<file path="src/rtl/axis_byte_packer.sv">
// axis_byte_packer: packs a byte-wide AXI-Stream into big-endian words of
// WORD_WIDTH bits. One word assembles while the previous completed word waits
// downstream. An optional idle timeout discards a stale partial word so that
// word alignment recovers after a glitch or an aborted transfer.
module axis_byte_packer #(
  parameter int WORD_WIDTH = 32,
  parameter int TIMEOUT    = 0
) (
  input  logic                  clk,
  input  logic                  arst,
  input  logic [7:0]            s_axis_tdata,
  input  logic                  s_axis_tvalid,
  output logic                  s_axis_tready,
  output logic [WORD_WIDTH-1:0] m_axis_tdata,
  output logic                  m_axis_tvalid,
  input  logic                  m_axis_tready,
  output logic                  drop
);

  localparam int NUM_BYTES = WORD_WIDTH / 8;
  localparam int CNT_W     = (NUM_BYTES > 1) ? $clog2(NUM_BYTES) : 1;
  // With a single-byte word there is no accumulator; keep a dummy byte so
  // the declarations stay legal. It is never loaded in that configuration.
  localparam int ACC_W     = (NUM_BYTES > 1) ? (NUM_BYTES - 1) * 8 : 8;
  localparam int IDLE_W    = (TIMEOUT > 0) ? $clog2(TIMEOUT + 1) : 1;

  localparam logic [CNT_W-1:0]  LAST_CNT  = CNT_W'(NUM_BYTES - 1);
  localparam logic [IDLE_W-1:0] IDLE_LAST = IDLE_W'((TIMEOUT > 0) ? TIMEOUT - 1 : 0);
  localparam bit                TO_EN     = (TIMEOUT > 0);

  logic [CNT_W-1:0]      cnt, cnt_next;
  logic [ACC_W-1:0]      acc, acc_next;
  logic [IDLE_W-1:0]     idle, idle_next;
  logic [WORD_WIDTH-1:0] data_next;
  logic                  valid_next;
  logic                  drop_next;

  logic                  accept;
  logic                  last_byte;
  logic                  idle_tick;
  logic                  fire;
  logic [ACC_W+7:0]      shifted;

  // The last byte is refused while a finished word still waits; this keeps
  // m_axis_tready out of the input-side ready path.
  assign last_byte     = (cnt == LAST_CNT);
  assign s_axis_tready = !arst && !(last_byte && m_axis_tvalid);
  assign accept        = s_axis_tvalid && s_axis_tready;
  assign shifted       = {acc, s_axis_tdata};
  assign idle_tick     = TO_EN && (cnt != '0) && s_axis_tready && !accept;
  assign fire          = idle_tick && (idle == IDLE_LAST);

  // Next-state logic: byte accumulation, word hand-off and idle timeout.
  always_comb begin
    // NOTE: every variable gets a default before any branch so no path can
    // leave one unassigned and infer a latch.
    cnt_next   = cnt;
    acc_next   = acc;
    idle_next  = idle;
    data_next  = m_axis_tdata;
    valid_next = m_axis_tvalid;
    drop_next  = 1'b0;

    if (m_axis_tvalid && m_axis_tready) begin
      valid_next = 1'b0;
    end

    if (accept) begin
      // An accepted byte always beats a timeout firing in the same cycle.
      idle_next = '0;
      if (last_byte) begin
        cnt_next   = '0;
        data_next  = shifted[WORD_WIDTH-1:0];
        valid_next = 1'b1;
      end else begin
        cnt_next = cnt + 1'b1;
        acc_next = shifted[ACC_W-1:0];
      end
    end else if (fire) begin
      cnt_next  = '0;
      idle_next = '0;
      drop_next = 1'b1;
    end else if (idle_tick) begin
      idle_next = idle + 1'b1;
    end else if (cnt == '0) begin
      idle_next = '0;
    end
  end

  // State register; reset clears everything, including the accumulator.
  always_ff @(posedge clk or posedge arst) begin
    if (arst) begin
      cnt           <= '0;
      acc           <= '0;
      idle          <= '0;
      m_axis_tdata  <= '0;
      m_axis_tvalid <= 1'b0;
      drop          <= 1'b0;
    end else begin
      // NOTE: non-blocking assignments so every register samples the values
      // computed from the same pre-edge state.
      cnt           <= cnt_next;
      acc           <= acc_next;
      idle          <= idle_next;
      m_axis_tdata  <= data_next;
      m_axis_tvalid <= valid_next;
      drop          <= drop_next;
    end
  end

endmodule

</file>
<file path="config.mk">
export PLATFORM = sky130hd
export DESIGN_NAME = axis_byte_packer
export DESIGN_NICKNAME = d
export VERILOG_FILES = /design/src/rtl/axis_byte_packer.sv
export SDC_FILE = /design/constraint.sdc
export NUM_CORES = 1
export LEC_CHECK = 0
export ABC_AREA = 1
export CAP_MARGIN = 30
export CORE_MARGIN = 1
export CORE_UTILIZATION = 30
export CTS_BUF_LIST = sky130_fd_sc_hd__clkbuf_4 sky130_fd_sc_hd__clkbuf_8
export DETAILED_ROUTE_END_ITERATION = 16
export GPL_TIMING_DRIVEN = 0
export PLACE_DENSITY = 0.6
export SYNTH_ARGS = -nofsm -noshare
export SYNTH_HDL_FRONTEND = slang
export SYNTH_SLANG_ARGS = --single-unit
</file>
<file path="constraint.sdc">
create_clock -name clk -period 1.7 [get_ports clk]
set_input_delay 0.255 -clock clk [delete_from_list [all_inputs] [get_ports clk]]
set_output_delay 0.255 -clock clk [all_outputs]
set_load 0.03 [all_outputs]
</file>
==> reports/qor.csv <==
stage;metric;value;unit
critical_path;cp-start-kind;flip-flop;
routing;dr.pass1.iters;5;
critical_path;critical_path_class;flip-flop to output pin;
floorplanning;start_util;0.314;
sta;fin_crit_sh;0.953;
synth;synth_edf_count;0;
synth;synth_async_sr_flop_share;1.00;
floorplanning;die_h;89.8;µm
sta;drv_slew;0;
sta;setup_viol;0;
synth;synth_area_per_cell;8.96;µm²
critical_path;reg2reg_slack;0.22;ns
cts;root_buffer;clkbuf_8;
synth;yosys.area.top_type;dfrtp_1;
cells_and_area;regArea;1480;µm²
global_route;grt_antenna_before_repair;0;
critical_path;worst_r2r_path_depth;7;
routing;drtIter0Drc;158;
cells_and_area;fill_cells;762;
cts;cts_buffers;9;
sta;setup_tns;0;ns
cts;h-tree-depth;3;
place;hpwl;3300;µm
critical_path;crit_path_cell_trace;clkdlybuf4s50_1;
cts;cts.path.max_buffers;2;
critical_path;crit_cells;1;
critical_path;cp.arrival;1.37;ns
routing;wl_per_cell;11.8;µm
sta;finClkSkew;0.00545;ns
routing;post-route-drc-count;0;
global_route;grtUsageTotal;0.137;
synth;synth_cell_types;15;
synth;ys.flop_type;dfrtp_1;
sta;fin_ws;0.0796;ns
synth;synth_top_cells_by_count;nand2_1, dfrtp_1, buf_4, inv_1, buf_2;
global_route;grt-ovfl-total;0;
critical_path;cp_max_fo;2;
global_route;grt_pass1_vias;1782;
sta;min_period;1.62;ns
critical_path;critPathSlowestCell;clkdlybuf4s50_1;
synth;yosysMostFrequentCell;nand2_1;
power_and_ir_drop;p_total;5760;µW
floorplanning;die_width;89.8;µm
routing;vias;1770;
critical_path;crit_family;buffers and inverters;
floorplanning;placementRows;31;
routing;via_per_inst;4.23;
synth;postSynthCellCount;258;
cells_and_area;area_growth;33.5;%
worst_hold_path;min_path_type;input port to asynchronous set/reset pin;
critical_path;end_kind;output pin;
place;io_buffers;45;
global_route;grt_pass1_wl;8650;µm
cells_and_area;fin_nets;328;
critical_path;cp_slowest_stage_delay;0.68;ns
run;max_cap_violations;0;
cts;cts_tree;yes;
floorplanning;fp.coreArea;7370;µm²
place;routabilityCongestion;0.719;
cells_and_area;final_area;3090;µm²
power_and_ir_drop;power_density;1860;nW/µm²
sta;rsz0062_at_grt;no;
synth;synthTopCellsByArea;dfrtp_1, nand2_1, buf_4;
cells_and_area;multi_input_area;744;µm²
synth;yosysWarningCount;0;
critical_path;critPathRequiredTime;1.44;ns
cells_and_area;drive_gt1_frac;0.110;
cts;cts_hold_buf;0;
synth;synth_nets;271;
power_and_ir_drop;ir_worst_vdd;0.000982;V
place;dp_slack;-0.669;ns
cts;clock_latency;0.33;ns
floorplanning;io_pins;47;
synth;netlist_area;2310;µm²
synth;yosysSeqAreaShare;0.639;
global_route;grt_max_degree;63;
floorplanning;die-area;8060;µm²
synth;synth_top_area_frac;0.639;
sta;clock.fmax;0.617;GHz
outcome;status;finished, final reports clean;
cts;clk_pin_slew_worst_paths;0.07;ns
synth;ys_ff_latch;59;
routing;finalWirelength;4920;µm
cts;clkSinkCount;59;
place;dpl_cell_area;2890;µm²
power_and_ir_drop;leakage;0.00162;µW
critical_path;worst-path-buf-inv;1;
sta;hold_viol;0;
routing;ant_nets;0;
cells_and_area;num_antenna_cells;0;
[cell usage in the layout, fill, tap and decap left out]
| master | n |
|---|---|
| nand3_4 | 1 |
| nor2_4 | 2 |
| clkdlybuf4s50_1 | 43 |
| o21ai_0 | 2 |
| clkbuf_8 | 10 |
| nand4_1 | 1 |
| nand2_1 | 172 |
| dfrtp_1 | 59 |
| nand4_2 | 1 |
| bufinv_16 | 1 |
| conb_1 | 1 |
| buf_4 | 9 |
| ha_2 | 1 |
| inv_1 | 4 |
| dlymetal6s2s_1 | 1 |
| a21oi_1 | 1 |
| clkinv_2 | 3 |
| clkbuf_4 | 2 |
| nand2_2 | 1 |
| buf_2 | 4 |
[final timing paths]
path | startpoint | end
worst max register to register | cnt[0] | acc[15]
max in group asynchronous | arst | m_axis_tdata[7]
min in group clk | acc[16] | m_axis_tdata[24]
worst min register to register | acc[16] | m_axis_tdata[24]
worst min-delay path | arst | m_axis_tdata[28]
worst max-delay path | m_axis_tdata[9] | m_axis_tdata[9]
[flip-flops by register name, summed over array words and instances (netlist names)]
name / cells
acc: 24
cnt: 2
m_axis_tdata: 32
m_axis_tvalid: 1
[metal layers]
layer | global-route usage | share of wire | vias up
li1 | - | - | 887
met1 | 0.182 | 0.48 | 837
met2 | 0.207 | 0.46 | 40
met3 | 0.0533 | 0.048 | 6
met4 | 0.0369 | 0.0053 | 0
met5 | 0 | 0 | -
[layout make-up]
type                    count  share of cell area
flip-flops and latches     59               0.478
multi-input cells         183               0.241
repair buffers             46               0.147
clock buffers              12              0.0494
well taps                  99              0.0401
plain buffers              11              0.0243
inverters                   5              0.0146
clock inverters             3             0.00486
[power breakdown]
| part | switching, µW | internal, µW |
|---|---|---|
| logic | 1310 | 939 |
| registers | 388 | 2010 |
| clock network | 523 | 585 |
[cell families (layout without fill, tap and decap cells)]
logic type,after synthesis,in the layout,synth area share
simple gates,178,178,0.307
flops,59,59,0.639
buf+inv,16,77,0.0406
compound gates,3,3,0.00649
fa+ha+maj,1,1,0.00541
other cells,1,1,0.00162
[metrics by stage]
step           hold WS (ns)  cells  utilization
4_1_cts               0.376    417        0.418
3_3_place_gp          0.460    402        0.392
5_1_grt               0.370    418        0.419
3_5_place_dp          0.462    402        0.392
2_1_floorplan         0.228    258            -
6_report              0.370    418        0.419
[timing repair]
item / CTS / global route
pin swaps: 0 / 1
setup buffers: 0 / 1
cloned: 0 / 0
setup endpoints to repair: 57 / 17
gates resized for setup: 10 / 1
No activity file was read; power rests on OpenSTA's default activity.
